<file path="src/rtl/sbox_ui_pkg.sv">
// Shared definitions for the S-box byte entry UI.
// Holds the state codes, the nibble width, the blink terminal count and the nibble step helper.
package sbox_ui_pkg;

  localparam int NIB_W = 4;

  typedef enum logic [1:0] {
    ST_EDIT_HI = 2'd0,
    ST_EDIT_LO = 2'd1,
    ST_SHOW    = 2'd2
  } state_e;

  function automatic int unsigned blink_tc(input int unsigned ms, input int unsigned mhz);
    return ms * mhz * 1000 - 1;
  endfunction

  // Opposing inc and dec cancel, so the nibble only moves when exactly one is set.
  function automatic logic [NIB_W-1:0] nib_step(input logic [NIB_W-1:0] n,
                                                input logic up, input logic dn);
    if (up && !dn) return n + 1'b1;
    if (dn && !up) return n - 1'b1;
    return n;
  endfunction

endpackage

</file>
<file path="src/rtl/sbox_byte_entry_if.sv">
// Button levels in, entered byte and display controls out.
interface sbox_byte_entry_if;
  import sbox_ui_pkg::*;

  logic                 btn_inc;
  logic                 btn_dec;
  logic                 btn_sel;
  logic [2*NIB_W-1:0]   byte_out;
  logic                 byte_valid;
  logic [1:0]           nib_en;
  logic [1:0]           state_out;

  modport master (
    output btn_inc, btn_dec, btn_sel,
    input  byte_out, byte_valid, nib_en, state_out
  );

  modport slave (
    input  btn_inc, btn_dec, btn_sel,
    output byte_out, byte_valid, nib_en, state_out
  );

endinterface

</file>
<file path="src/rtl/edge_rise.sv">
// Single-bit rising-edge detector; history resets high so a level held through reset gives no event.
module edge_rise (
  input  logic clk_i,
  input  logic rst_i,
  input  logic lvl_i,
  output logic rise_o
);

  logic lvl_q;

  always_ff @(posedge clk_i) begin
    if (rst_i) lvl_q <= 1'b1;
    else       lvl_q <= lvl_i;
  end

  assign rise_o = lvl_i & ~lvl_q;

endmodule

</file>
<file path="src/rtl/sbox_byte_entry.sv">
// Nibble-at-a-time byte entry: edit high, edit low, show; blinks the nibble under edit.
// Button events take effect on registered outputs one cycle after the rising edge.
module sbox_byte_entry
  import sbox_ui_pkg::*;
#(
  parameter int unsigned BLINK_MS     = 250,
  parameter int unsigned CLK_FREQ_MHZ = 50
) (
  input  logic              clk_50MHz,
  input  logic              rst,
  sbox_byte_entry_if.slave  bus
);

  localparam int unsigned TC   = blink_tc(BLINK_MS, CLK_FREQ_MHZ);
  localparam int          CW   = (TC > 0) ? $clog2(TC + 1) : 1;
  localparam logic [CW-1:0] TC_V = CW'(TC);

  logic inc_ev, dec_ev, sel_ev;

  edge_rise u_inc (.clk_i(clk_50MHz), .rst_i(rst), .lvl_i(bus.btn_inc), .rise_o(inc_ev));
  edge_rise u_dec (.clk_i(clk_50MHz), .rst_i(rst), .lvl_i(bus.btn_dec), .rise_o(dec_ev));
  edge_rise u_sel (.clk_i(clk_50MHz), .rst_i(rst), .lvl_i(bus.btn_sel), .rise_o(sel_ev));

  state_e           state_q, state_d;
  logic [NIB_W-1:0] hi_q, hi_d, lo_q, lo_d;
  logic             valid_q, valid_d;
  logic [1:0]       nib_en_q, nib_en_d;
  logic [CW-1:0]    cnt_q, cnt_d;
  logic             phase_q, phase_d;
  logic             accept;

  always_ff @(posedge clk_50MHz) begin
    if (rst) begin
      state_q  <= ST_EDIT_HI;
      hi_q     <= '0;
      lo_q     <= '0;
      valid_q  <= 1'b0;
      nib_en_q <= 2'b11;
      cnt_q    <= '0;
      phase_q  <= 1'b1;
    end else begin
      state_q  <= state_d;
      hi_q     <= hi_d;
      lo_q     <= lo_d;
      valid_q  <= valid_d;
      nib_en_q <= nib_en_d;
      cnt_q    <= cnt_d;
      phase_q  <= phase_d;
    end
  end

  // sel wins over inc/dec; inc/dec in SHOW are not accepted and leave the blink alone.
  always_comb begin
    state_d = state_q;
    hi_d    = hi_q;
    lo_d    = lo_q;
    valid_d = 1'b0;
    accept  = 1'b0;
    case (state_q)
      ST_EDIT_HI: begin
        if (sel_ev) begin
          state_d = ST_EDIT_LO;
          accept  = 1'b1;
        end else if (inc_ev || dec_ev) begin
          hi_d   = nib_step(hi_q, inc_ev, dec_ev);
          accept = 1'b1;
        end
      end
      ST_EDIT_LO: begin
        if (sel_ev) begin
          state_d = ST_SHOW;
          valid_d = 1'b1;
          accept  = 1'b1;
        end else if (inc_ev || dec_ev) begin
          lo_d   = nib_step(lo_q, inc_ev, dec_ev);
          accept = 1'b1;
        end
      end
      ST_SHOW: begin
        if (sel_ev) begin
          state_d = ST_EDIT_HI;
          accept  = 1'b1;
        end
      end
      default: state_d = ST_EDIT_HI;
    endcase
  end

  always_comb begin
    cnt_d   = cnt_q + CW'(1);
    phase_d = phase_q;
    if (accept) begin
      cnt_d   = '0;
      phase_d = 1'b1;
    end else if (cnt_q == TC_V) begin
      cnt_d   = '0;
      phase_d = ~phase_q;
    end
  end

  // Enables are derived from next-state values so they line up with the registered byte.
  always_comb begin
    nib_en_d = 2'b11;
    case (state_d)
      ST_EDIT_HI: nib_en_d = {phase_d, 1'b1};
      ST_EDIT_LO: nib_en_d = {1'b1, phase_d};
      default:    nib_en_d = 2'b11;
    endcase
  end

  assign bus.byte_out   = {hi_q, lo_q};
  assign bus.byte_valid = valid_q;
  assign bus.nib_en     = nib_en_q;
  assign bus.state_out  = state_q;

endmodule
</file>
<file path="src/flat_wrapper.sv">
// flat-port wrapper written by rule: the top's interface ports become plain ports
module sbox_byte_entry_flat import sbox_ui_pkg::*;
#(
  parameter int unsigned BLINK_MS     = 250,
  parameter int unsigned CLK_FREQ_MHZ = 50
)
  (clk_50MHz, rst, bus_btn_inc, bus_btn_dec, bus_btn_sel, bus_byte_out, bus_byte_valid, bus_nib_en, bus_state_out);
  sbox_byte_entry_if bus_i ();
  input  logic clk_50MHz;
  input  logic rst;
  input wire logic [$bits(bus_i.btn_inc)-1:0] bus_btn_inc;
  input wire logic [$bits(bus_i.btn_dec)-1:0] bus_btn_dec;
  input wire logic [$bits(bus_i.btn_sel)-1:0] bus_btn_sel;
  output wire logic [$bits(bus_i.byte_out)-1:0] bus_byte_out;
  output wire logic [$bits(bus_i.byte_valid)-1:0] bus_byte_valid;
  output wire logic [$bits(bus_i.nib_en)-1:0] bus_nib_en;
  output wire logic [$bits(bus_i.state_out)-1:0] bus_state_out;
  assign bus_i.btn_inc = bus_btn_inc;
  assign bus_i.btn_dec = bus_btn_dec;
  assign bus_i.btn_sel = bus_btn_sel;
  assign bus_byte_out = bus_i.byte_out;
  assign bus_byte_valid = bus_i.byte_valid;
  assign bus_nib_en = bus_i.nib_en;
  assign bus_state_out = bus_i.state_out;
  sbox_byte_entry #(.BLINK_MS(BLINK_MS), .CLK_FREQ_MHZ(CLK_FREQ_MHZ)) u_core (.clk_50MHz(clk_50MHz), .rst(rst), .bus(bus_i));
endmodule
</file>
<file path="config.mk">
export PLATFORM = sky130hd
export DESIGN_NAME = sbox_byte_entry_flat
export DESIGN_NICKNAME = d
export VERILOG_FILES = /design/src/rtl/sbox_ui_pkg.sv /design/src/rtl/sbox_byte_entry_if.sv /design/src/rtl/edge_rise.sv /design/src/rtl/sbox_byte_entry.sv /design/src/flat_wrapper.sv
export SDC_FILE = /design/constraint.sdc
export NUM_CORES = 1
export LEC_CHECK = 0
export CORE_ASPECT_RATIO = 0.6
export CORE_UTILIZATION = 60
export CTS_CLUSTER_SIZE = 25
export DETAILED_ROUTE_END_ITERATION = 8
export PLACE_DENSITY = 0.91
export SYNTH_ARGS = -nofsm -noshare
export SYNTH_HDL_FRONTEND = slang
export SYNTH_SLANG_ARGS = --single-unit
</file>
<file path="constraint.sdc">
create_clock -name clk_50MHz -period 3.8 [get_ports clk_50MHz]
set_input_delay 0.76 -clock clk_50MHz [delete_from_list [all_inputs] [get_ports clk_50MHz]]
set_output_delay 0.76 -clock clk_50MHz [all_outputs]
set_load 0.05 [all_outputs]
</file>
Word level (Yosys, flattened, before mapping)
Index checks and enable logic that the tools add are counted.
Widths: inputs -> output; s select.
{ "classes": {"eq_ne": 4, "bitwise": 9, "reduce_logical": 14, "addsub": 5, "mux": 33} }
{ "op_table": {"columns": ["op", "count"], "rows": [
  ["$mux 4", 8],
  ["$add 24x1->24 const B", 1],
  ["$eq 24x24->1 const B", 1],
  ["$mux 1", 19],
  ["$add 4x1->4 const B", 2],
  ["$reduce_and 4->1", 2],
  ["$sub 4x1->4 const B", 2],
  ["$mux 2", 3],
  ["$not 1->1", 6],
  ["$pmux 2 s3", 1],
  ["$eq 2x1->1 const B", 2],
  ["$logic_not 2->1", 2],
  ["$pmux 2 s2", 1],
  ["$reduce_bool 2->1", 2],
  ["$reduce_or 2->1", 2],
  ["$and 1x1->1", 3],
  ["$reduce_or 3->1", 1],
  ["$eq 2x2->1 const B", 1],
  ["$logic_and 1x1->1", 2],
  ["$logic_not 1->1", 2],
  ["$pmux 1 s2", 1],
  ["$logic_or 1x1->1", 1]
]} }
{ "totals": {"word_cells": 75, "output_inout_bits": 13, "in_bits": 5, "reg_bits": 41} }

Depth between registers and ports, before layout
Gate-level depths: netlist of the first run.
{ "logic_depth": {"word_depth": 14, "ltp_mapped": 8, "depth_no_buf": 7} }

Hierarchy
A second synthesis of the first run with hierarchy kept.
{ "hier_totals": {"hier_cells": 211, "area_unflattened_um2": 1915.6} }
{ "modules_own_cells": {"columns": ["module", "area_each_um2", "instances", "cells_per_inst", "seq_area_each_um2"], "rows": [
  ["sbox_byte_entry", 1818.0, 1, 202, 760.7],
  ["edge_rise", 32.5, 3, 3, 20.0]
]} }

Worst setup path after synthesis of the first run
Ideal clock, no wire load.
{ "synth_path": {"path_kind": "input -> register", "from": "input bus_btn_inc", "to": "register u_core.lo_q[2]", "arrival_time_ns": 2.013, "required_time_ns": 3.729, "setup_slack_ns": 1.717, "path_buffers": 1, "setup_ns": 0.071, "stages": 8, "cell_sequence": "nand2b_1 inv_1 ha_1 nor2b_1 clkbuf_1 mux2i_1 or3_1 a21oi_1"} }
{ "synth_via": {"elab_chain_len": 10, "word_cells_on_any_way": 19, "cone_classes": "mux: 12; bitwise: 1; reduce/logical: 6"} }
{ "synth_rtl": {"columns": ["element", "line_no", "text"], "rows": [
  ["start, declared", "flat_wrapper.sv:11", "input wire logic [$bits(bus_i.btn_inc)-1:0] bus_btn_inc;"],
  ["$and 1x1->1 *", "edge_rise.sv:16", "assign rise_o = lvl_i & ~lvl_q;"],
  ["$logic_not 1->1", "sbox_ui_pkg.sv:21", "if (dn && !up) return n - 1'b1;"],
  ["$logic_and 1x1->1", "sbox_ui_pkg.sv:21", null],
  ["$mux 1 (2 in a row)", "sbox_ui_pkg.sv:21", null],
  ["$mux 1", "sbox_byte_entry.sv:74", "end else if (inc_ev || dec_ev) begin"],
  ["$mux 1", "sbox_byte_entry.sv:70", "if (sel_ev) begin"],
  ["$mux 1", "sbox_byte_entry.sv:59", "case (state_q)"],
  ["$reduce_bool 2->1 (no line)", null, null],
  ["$reduce_and 4->1 (no line)", null, null],
  ["end signal, assigned", "sbox_byte_entry.sv:44", "lo_q <= lo_d;"],
  ["end, declared", "sbox_byte_entry.sv:25", "logic [NIB_W-1:0] hi_q, hi_d, lo_q, lo_d;"]
]} }
Every way passes the cells marked *; elsewhere a longest branch is shown, timed or not. The select of a mux whose other input is x is not followed.
A chain may end at the register's enable or synchronous reset.

Final worst setup path of the first run
{ "layout_path": {"from": "input bus_btn_inc", "to": "register u_core.hi_q[2]"} }
{ "layout_via": {"elab_chain_len": 10, "word_cells_on_any_way": 19, "cone_classes": "mux: 12; bitwise: 1; reduce/logical: 6"} }
{ "layout_rtl": {"columns": ["element", "line_no", "text"], "rows": [
  ["$and 1x1->1 *", "edge_rise.sv:16", null],
  ["$logic_not 1->1", "sbox_ui_pkg.sv:21", null],
  ["$logic_and 1x1->1", "sbox_ui_pkg.sv:21", null],
  ["$mux 1 (2 in a row)", "sbox_ui_pkg.sv:21", null],
  ["$mux 1", "sbox_byte_entry.sv:64", "end else if (inc_ev || dec_ev) begin"],
  ["$mux 1", "sbox_byte_entry.sv:61", "if (sel_ev) begin"],
  ["$mux 1", "sbox_byte_entry.sv:59", null],
  ["$reduce_bool 2->1 (no line)", null, null],
  ["$reduce_and 4->1 (no line)", null, null],
  ["end signal, assigned", "sbox_byte_entry.sv:43", "hi_q <= hi_d;"],
  ["end, declared", "sbox_byte_entry.sv:25", null]
]} }
Marks and branches as above.

==> run_results.csv, run 1 <==
group,metric,value,unit
placed_design,place_congestion,0.795,
logic_synthesis,post_synth_instance_area,0.00202,mm²
logic_synthesis,syn_inst,225,
timing,finClkSkew,0.00505,ns
power_and_ir_drop,total_leakage_power,0.764,nW
critical_path,critical_path.startpoint_type,"input port",
job,max_cap_viol_count,0,
die,pin_count,18,
logic_synthesis,netlist-cell-type-count,36,
logic_synthesis,ys_top_cells_by_area,"dfxtp_1 41%, xnor2_1 5.6%, ha_1 5.0%",
timing,worst_slew_margin_rel,44.1,%
routing,viasPerCell,5.95,
die,design.die.area,0.00361,mm²
critical_path,critical_path.max_fanout,6,
routing,routed_wirelength_normalized_by_instance_count,14.8,µm
cells_and_area,syn2layout_area_growth,14.9,%
cts,clock_tree_from_tritoncts,"built",
die,design.core.area,0.00302,mm²
logic_synthesis,synth_top_area_cell,"dfxtp_1",
die,initial_core_util,66.8,%
logic_synthesis,yosys.area.top_type_share,40.7,%
critical_path,crit_path_max_incr_delay,0.54,ns
timing,report.final.slew_viol_count,0,
routing,drt-pass1-iter-count,4,
global_routing,number_of_antenna_violations_at_the_first_check_in_global_routing,0,
timing,setup_viol,0,
global_routing,first_global_vias,1499,
timing,post-route-period-util,68.3,%
critical_path,crit_arrival,2.81,ns
cells_and_area,multi_input_area,0.00112,mm²
routing,drt_iter0_drc,187,
placed_design,place_area,0.00220,mm²
logic_synthesis,most_common_flop_cell_mapped_by_yosys,"dfxtp_1",
logic_synthesis,synth.ff_latch_count,41,
global_routing,grt.total_usage,26.2,%
logic_synthesis,synth_common_cells,"41 x dfxtp_1, 20 x nor3_1, 13 x nor2_1, 13 x xnor2_1, 10 x or3_1",
critical_path,critPathSlowestCell,"nor2b_1",
logic_synthesis,synth-warning-count,0,
power_and_ir_drop,power-per-cell-area,370,mW/mm²
hold_path,hold_removal_path_class,"reg -> reg",
timing,period_minus_slack,2.59,ns
timing,fmax,386,MHz
logic_synthesis,post-synth-top-count-cell,"dfxtp_1",
routing,ant_nets,0,
cts,tritoncts_buffers,5,
cells_and_area,design_area,0.00232,mm²
critical_path,worstPathBufferInverterCount,2,
cts,cts.clk_slew.worst_paths,0.08,ns
critical_path,critPathRequiredTime,4.02,ns
critical_path,timing.critical_path.cells,"clkdlybuf4s50_1, nand2b_1, inv_1, ha_1, nor2b_1, mux2i_1, or3_1, a21oi_1",
cells_and_area,layout.filler_cells,212,
logic_synthesis,syn_nets,238,
global_routing,global_route.overflow_total,0,
cts,post_cts_resized,0,
cts,cts.path.max_buffers,2,
logic_synthesis,async_reset_ff_share,0,%
critical_path,setup.worst_path.end_class,"flop",
routing,overall_via_count_from_detail_route,1678,
outcome,run_status,"finished, final reports clean",
cells_and_area,area_occupied_by_registers,821,µm²
routing,wl,4.19,mm
critical_path,timing.reg2reg.setup_slack,1.44,ns
global_routing,grt_pass1_wl,7.02,mm
critical_path,r2r_start,"u_core.cnt_q[0]",
logic_synthesis,avg_cell_area_syn,8.97,µm²
die,die-height,46.9,µm
timing,timing.final.hold_violations,0,
placed_design,port_buffers,17,
cts,htree_num_levels,2,
placed_design,hpwl,2.94,mm
global_routing,grt_start_max_net_pins,25,
timing,setup_repair_after_global_routing_missed_its_margin,"no",
timing,worst-slew-pin-transition,0.839,ns
die,die_x,76.9,µm
critical_path,critPathTopFamily,"simple AND/OR/NAND/NOR gates",
cts,clk_root_buffer_cell,"clkbuf_8",
logic_synthesis,ys_seq_area_share,40.7,%
critical_path,critical_path_class,"in -> reg",
routing,drc,0,
cells_and_area,diodes,0,
timing,setup_total_negative_slack,0,ns
cts,hold_buffers,0,
cts,post-cts-setup-buffer-count,0,
cells_and_area,final_net_count,252,
hold_path,worstHoldStart,"u_core.cnt_q[21]",
cts,tritoncts_num_sinks,41,
die,number_of_rows_created_at_floorplan,15,
critical_path,crit_path_start,"bus_btn_inc",
cells_and_area,post_route_cells_drive_above_1_share,7.50,%
power_and_ir_drop,maximum_vdd_drop,0.227,mV
cts,insertion_delay,0.30,ns
logic_synthesis,number_of_synthesized_flops_with_an_enable_pin,0,
## cell type report
class	count	share of cell area [%]
clock buffer	7	3.72
clock inverter	1	1.29
inverter	8	1.29
multi-input combinational	165	48.4
sequential	41	35.4
tap	42	2.27
timing repair buffer	18	7.66
## layout by cell type, fill, tap and decap left out, types with 7 or more instances in the layout
master / n
a211oi_1: 8
clkdlybuf4s50_1: 17
dfxtp_1: 41
ha_1: 8
inv_1: 8
nand2_1: 9
nand3_1: 8
nand4_1: 9
nor2_1: 13
nor3_1: 20
or3_1: 10
xnor2_1: 13
xor2_1: 7
## state kept, by name (all words and copies together) (netlist names)
name and flops:
u_core.u_dec.lvl_q 1, u_core.phase_q 1, u_core.bus.byte_valid 1, u_core.lo_q 4, u_core.bus.nib_en 2, u_core.u_sel.lvl_q 1
u_core.hi_q 4, u_core.u_inc.lvl_q 1, u_core.bus.state_out 2, u_core.cnt_q 24
## per-stage QoR
stage	power [mW]	util [%]	worst slack (ns)	hold WS, ns	instances
global route	0.888	76.8	1.10	0.523	282
CTS	0.863	76.8	1.19	0.494	282
finish	0.859	76.8	1.21	0.496	282
detailed placement	0.503	72.9	0.900	0.480	274
global placement	0.500	72.9	1.05	0.472	274
floorplan	0.487	-	1.72	0.456	225
## report_power, final
group / leakage, nW / internal (mW) / switching, mW / total [mW]
Combinational: 0.373 / 0.0196 / 0.0308 / 0.0505
Clock: 0.0585 / 0.214 / 0.152 / 0.366
Sequential: 0.332 / 0.435 / 0.00764 / 0.443
## worst min-delay path, delay by kind of cell (launching register included)
kind	cells	cell delay, ns
flops	1	0.32
compound gates	2	0.13
## final timing paths
check / end / cells after the start
worst max-delay path: u_core.hi_q[2] / 8
worst min-delay path: u_core.cnt_q[21] / 2
worst max register to register: u_core.cnt_q[20] / 5
worst min register to register: u_core.cnt_q[21] / 2
## per-layer routing
layer / share of wire, % / global-route usage [%]
met1: 50 / 36.5
met2: 42 / 39.1
met3: 7.4 / 8.93
met4: 0.29 / 7.31
met5: 0 / 0
## logic make-up (layout without fill, tap and decap cells)
family          count (synthesis)  count (layout)  synth area share, %
simple gates                  102             102                 30.1
flops                          41              41                 40.7
compound gates                 31              31                 9.92
xor+xnor                       20              20                 8.68
buf+inv                        19              34                 3.72
fa+ha+maj                       8               8                 4.96
mux                             4               4                 1.98
Note: power is estimated with default switching activity, not from simulation.
==> inputs of run 2 (changes only) <==
--- a/config.mk
+++ b/config.mk
@@ -6,10 +6,10 @@
 export NUM_CORES = 1
 export LEC_CHECK = 0
 export CORE_ASPECT_RATIO = 0.6
-export CORE_UTILIZATION = 60
+export CORE_UTILIZATION = 51
 export CTS_CLUSTER_SIZE = 25
 export DETAILED_ROUTE_END_ITERATION = 8
-export PLACE_DENSITY = 0.91
+export PLACE_DENSITY = 0.83
 export SYNTH_ARGS = -nofsm -noshare
 export SYNTH_HDL_FRONTEND = slang
 export SYNTH_SLANG_ARGS = --single-unit
==> constraint.sdc (replaced) <==
create_clock -name clk_50MHz -period 2.31 [get_ports clk_50MHz]
set_input_delay 0.462 -clock clk_50MHz [delete_from_list [all_inputs] [get_ports clk_50MHz]]
set_output_delay 0.462 -clock clk_50MHz [all_outputs]
set_load 0.05 [all_outputs]
==> run_results.csv, run 2 (synthesized netlist as in run 1, its figures left out) <==
group,metric,value,unit
outcome,run_status,"finished, final reports clean",
cts,cts.path.max_buffers,2,
cells_and_area,multi_input_area,0.00112,mm²
global_routing,grt.total_usage,22.1,%
cts,clk_root_buffer_cell,"clkbuf_8",
die,die_x,83.2,µm
critical_path,critical_path.max_fanout,10,
critical_path,regToRegEndpoint,"u_core.cnt_q[23]",
die,number_of_rows_created_at_floorplan,17,
routing,overall_via_count_from_detail_route,1717,
timing,period_minus_slack,2.13,ns
cts,hold_buffers,0,
cts,tritoncts_buffers,5,
die,die-height,50.7,µm
global_routing,global_route.overflow_total,0,
cells_and_area,post_route_cells_drive_above_1_share,10.5,%
power_and_ir_drop,total_leakage_power,0.800,nW
critical_path,worstSetupEndpoint,"bus_state_out[1]",
cells_and_area,layout.cells.most_common,"dfxtp_1",
timing,fmax,470,MHz
die,initial_core_util,54.2,%
timing,setup_repair_after_global_routing_missed_its_margin,"no",
power_and_ir_drop,p_total,1.30,mW
critical_path,reg2reg_depth,4,
die,design.die.area,0.00422,mm²
cts,post_cts_resized,0,
placed_design,port_buffers,17,
timing,finClkSkew,0.00739,ns
critical_path,critical_path.startpoint_type,"flop",
cts,cts.clk_slew.worst_paths,0.08,ns
critical_path,critical_path_class,"reg -> out",
critical_path,setup.worst_path.end_class,"primary output",
critical_path,timing.critical_path.cells,"clkdlybuf4s50_1",
routing,viasPerCell,5.82,
critical_path,timing.reg2reg.setup_slack,0.26,ns
global_routing,first_global_vias,1493,
hold_path,hold_removal_path_class,"reg -> reg",
cells_and_area,biggestRegsByFlops,"u_core.cnt_q: 24 flops, u_core.hi_q: 4 flops, u_core.lo_q: 4 flops",
critical_path,crit_arrival,1.67,ns
timing,post-route-period-util,92.2,%
cts,clock_tree_from_tritoncts,"built",
timing,final.setup.worst_slack,0.181,ns
routing,drt_iter0_drc,111,
timing,report.final.slew_viol_count,0,
cts,post-cts-setup-buffer-count,0,
cells_and_area,syn2layout_area_growth,18.4,%
power_and_ir_drop,power-per-cell-area,545,mW/mm²
timing,setup_viol,0,
routing,routed_wirelength_normalized_by_instance_count,14.8,µm
power_and_ir_drop,maximum_vdd_drop,0.473,mV
routing,wl,4.38,mm
critical_path,critPathTopFamily,"buffers and inverters",
routing,drc,0,
cells_and_area,layout.filler_cells,305,
critical_path,critPathRequiredTime,1.85,ns
global_routing,grt_pass1_wl,7.18,mm
job,max_cap_viol_count,0,
timing,setup_total_negative_slack,0,ns
cts,htree_num_levels,2,
timing,fin_worst_hold_slack,0.491,ns
cells_and_area,most_flops_register,"u_core.cnt_q",
cells_and_area,diodes,0,
routing,drt-pass1-iter-count,4,
critical_path,worstPathBufferInverterCount,1,
cells_and_area,final_core_utilization,64.2,%
cells_and_area,flip_flop_count_of_the_largest_register_all_copies_and_words_added,24,
timing,timing.final.hold_violations,0,
critical_path,crit_path_start,"u_core.bus.state_out[1]",
cells_and_area,final_net_count,261,
global_routing,number_of_antenna_violations_at_the_first_check_in_global_routing,0,
placed_design,hpwl,3.04,mm
cts,tritoncts_num_sinks,41,
critical_path,stages_on_the_worst_setup_path,1,
timing,worst-slew-pin-transition,0.525,ns
cells_and_area,area_occupied_by_registers,821,µm²
critical_path,crit_path_max_incr_delay,0.86,ns
critical_path,critPathSlowestCell,"clkdlybuf4s50_1",
placed_design,place_congestion,0.746,
timing,worst_slew_margin_rel,64.9,%
global_routing,grt_start_max_net_pins,25,
routing,ant_nets,0,
critical_path,r2r_start,"u_core.cnt_q[2]",
die,design.core.area,0.00372,mm²
die,pin_count,18,
placed_design,dpl_worst_slack,0.107,ns
cells_and_area,layout.cells.most_common_list,"41 x dfxtp_1, 20 x nor3_1, 17 x clkdlybuf4s50_1",
cts,insertion_delay,0.29,ns
==> run 2: cell types whose count changed in the layout (fill, tap and decap cells not counted), sizes merged <==
| cell | previous run | this run |
|---|---|---|
| bufinv | 1 | 0 |
| buf | 1 | 10 |
==> run 2: per-layer routing <==
layer / up-vias / global-route usage (%) / routed length [µm]
met5: - / 0 / 0
met4: 0 / 8.05 / 61
met3: 10 / 5.92 / 256
met2: 48 / 32.1 / 1870
met1: 795 / 31.2 / 2190
li1: 864 / - / -
==> run 2: layout make-up <==
type / count / area share (%)
well taps: 47 / 2.46
flip-flops and latches: 41 / 34.4
clock buffers: 7 / 3.61
repair buffers: 27 / 11.3
inverters: 8 / 1.26
multi-input cells: 165 / 47.0
==> run 2: power by group <==
group          internal (mW)  switching (mW)
registers              0.716         0.00860
logic                 0.0448          0.0582
clock network          0.237           0.237
==> run 2: through the flow <==
stage | instance area, µm² | cells
2_1_floorplan | 2020 | 225
3_3_place_gp | 2300 | 288
3_5_place_dp | 2300 | 288
4_1_cts | 2390 | 295
5_1_grt | 2390 | 295
6_report | 2390 | 295
==> run 2: worst min-delay path by stage <==
stage / from / end / slack [ns] / depth (start not counted)
floorplan: u_core.cnt_q[23] / u_core.cnt_q[23] / 0.46 / 2
global placement: u_core.cnt_q[21] / u_core.cnt_q[21] / 0.47 / 2
detailed placement: u_core.hi_q[3] / u_core.hi_q[3] / 0.48 / 2
CTS: u_core.hi_q[3] / u_core.hi_q[3] / 0.49 / 2
global route: u_core.hi_q[3] / u_core.hi_q[3] / 0.51 / 2
finish: u_core.hi_q[3] / u_core.hi_q[3] / 0.49 / 2
==> inputs of run 3 (changes only) <==
--- a/config.mk
+++ b/config.mk
@@ -6,6 +6,7 @@
 export NUM_CORES = 1
 export LEC_CHECK = 0
 export CORE_ASPECT_RATIO = 0.6
+export CORE_MARGIN = 1.5
 export CORE_UTILIZATION = 51
 export CTS_CLUSTER_SIZE = 25
 export DETAILED_ROUTE_END_ITERATION = 8
@@ -13,3 +14,4 @@
 export SYNTH_ARGS = -nofsm -noshare
 export SYNTH_HDL_FRONTEND = slang
 export SYNTH_SLANG_ARGS = --single-unit
+export TNS_END_PERCENT = 10
==> run_results.csv, run 3 (synthesized netlist as in run 1, its figures left out) <==
group,metric,value,unit
outcome,run_status,"finished, final reports clean",
cells_and_area,diodes,0,
cells_and_area,most_flops_register,"u_core.cnt_q",
global_routing,grt_start_max_net_pins,25,
die,design.core.area,0.00372,mm²
cells_and_area,layout.cells.most_common_list,"41 x dfxtp_1, 20 x nor3_1, 17 x clkdlybuf4s50_1",
global_routing,grt_pass1_wl,7.06,mm
critical_path,timing.critical_path.cells,"ha_1, nand4_2, or4_1, or3_1, a211oi_2",
critical_path,critPathTopFamily,"simple AND/OR/NAND/NOR gates",
timing,fmax,464,MHz
job,max_cap_viol_count,0,
routing,overall_via_count_from_detail_route,1678,
timing,period_minus_slack,2.16,ns
global_routing,grt.total_usage,20.9,%
critical_path,critical_path.startpoint_type,"flop",
routing,viasPerCell,5.71,
placed_design,place_area,0.00227,mm²
die,initial_core_util,54.2,%
placed_design,port_buffers,17,
timing,fin_worst_hold_slack,0.496,ns
cts,cts.path.max_buffers,2,
timing,report.final.slew_viol_count,0,
routing,routed_wirelength_normalized_by_instance_count,14.3,µm
die,pin_count,18,
critical_path,critPathRequiredTime,2.52,ns
global_routing,first_global_vias,1505,
cells_and_area,biggestRegsByFlops,"u_core.cnt_q: 24 flops, u_core.hi_q: 4 flops, u_core.lo_q: 4 flops",
routing,drc,0,
routing,drt_iter0_drc,52,
routing,wl,4.20,mm
timing,post-route-period-util,93.4,%
timing,worst-slew-pin-transition,0.510,ns
die,design.die.area,0.00436,mm²
critical_path,critPathSlowestCell,"or4_1",
cts,clock_tree_from_tritoncts,"built",
cts,clk_root_buffer_cell,"clkbuf_8",
cts,cts.clk_slew.worst_paths,0.08,ns
global_routing,number_of_antenna_violations_at_the_first_check_in_global_routing,0,
die,die-height,51.7,µm
cells_and_area,flip_flop_count_of_the_largest_register_all_copies_and_words_added,24,
cells_and_area,fin_cells,294,
cells_and_area,final_net_count,259,
cells_and_area,syn2layout_area_growth,16.8,%
placed_design,place_congestion,0.766,
timing,setup_viol,0,
routing,drt-pass1-iter-count,4,
global_routing,global_route.overflow_total,0,
cells_and_area,layout.cells.most_common,"dfxtp_1",
timing,setup_repair_after_global_routing_missed_its_margin,"no",
placed_design,place.detailed.instances,286,
cts,insertion_delay,0.29,ns
placed_design,hpwl,2.96,mm
power_and_ir_drop,total_leakage_power,0.789,nW
critical_path,critical_path.max_fanout,7,
power_and_ir_drop,power-per-cell-area,539,mW/mm²
timing,setup_total_negative_slack,0,ns
timing,finClkSkew,0.00562,ns
routing,ant_nets,0,
die,number_of_rows_created_at_floorplan,17,
critical_path,critical_path_class,"reg -> reg",
critical_path,setup.worst_path.end_class,"flop",
die,die_x,84.2,µm
cts,post-cts-setup-buffer-count,0,
critical_path,crit_arrival,2.37,ns
cells_and_area,design_area,0.00236,mm²
cts,tritoncts_buffers,5,
cts,post_cts_resized,0,
timing,worst_slew_margin_rel,65.9,%
critical_path,crit_path_max_incr_delay,0.69,ns
timing,timing.final.hold_violations,0,
hold_path,hold_removal_path_class,"reg -> reg",
cts,tritoncts_num_sinks,41,
cells_and_area,post_route_cells_drive_above_1_share,10.1,%
power_and_ir_drop,maximum_vdd_drop,0.382,mV
cts,htree_num_levels,2,
cts,hold_buffers,0,
critical_path,worstPathBufferInverterCount,0,
run 3: changes by cell type in the layout (fill, tap and decap cells not counted), sizes merged:
cell,delta
clkinv,+2
clkbuf,-1
buf,-2
run 3: path summary, 6_finish.rpt:
kind	cells past startpoint	endpoint	slack, ns	from
setup / recovery	5	u_core.cnt_q[20]	0.15	u_core.cnt_q[0]
hold / removal	2	u_core.cnt_q[21]	0.50	u_core.cnt_q[21]
setup reg to reg	5	u_core.cnt_q[20]	0.15	u_core.cnt_q[0]
hold reg to reg	2	u_core.cnt_q[21]	0.50	u_core.cnt_q[21]
run 3: power breakdown:
group | leakage [nW] | internal (mW) | switching (mW)
clock network | 0.0450 | 0.209 | 0.236
registers | 0.332 | 0.716 | 0.00842
logic | 0.412 | 0.0439 | 0.0581
total | 0.789 | 0.969 | 0.302
run 3: routing by layer:
layer	up-vias	GRT usage [%]	wire, µm
li1	862	-	-
met1	786	29.6	2190
met3	5	5.56	160
met4	0	6.28	34
met2	25	31.1	1820
met5	-	0	0
run 3: layout make-up:
type,instances,area (µm²)
repair buffers,25,243
inverters,8,30.0
fillers,312,1370
flip-flops and latches,41,821
clock buffers,6,72.6
clock inverters,2,10.0
multi-input cells,165,1120
well taps,47,58.8
run 3: worst register-to-register path, cell delays in order, from the launching register on:
cell and delay (ns):
dfxtp_1 0.34, ha_1 0.27, nand4_2 0.17, or4_1 0.69
or3_1 0.41, a211oi_2 0.21
run 3: through the flow:
| step | setup slack (ns) | utilization [%] | total power [mW] |
|---|---|---|---|
| after detailed placement | 0.109 | 61.1 | 0.842 |
| after CTS | 0.149 | 63.3 | 1.28 |
| final | 0.153 | 63.3 | 1.27 |
| after global placement | 0.174 | 61.1 | 0.838 |
| after floorplan | 0.241 | - | 0.801 |
| after global routing | 0.0139 | 63.3 | 1.33 |
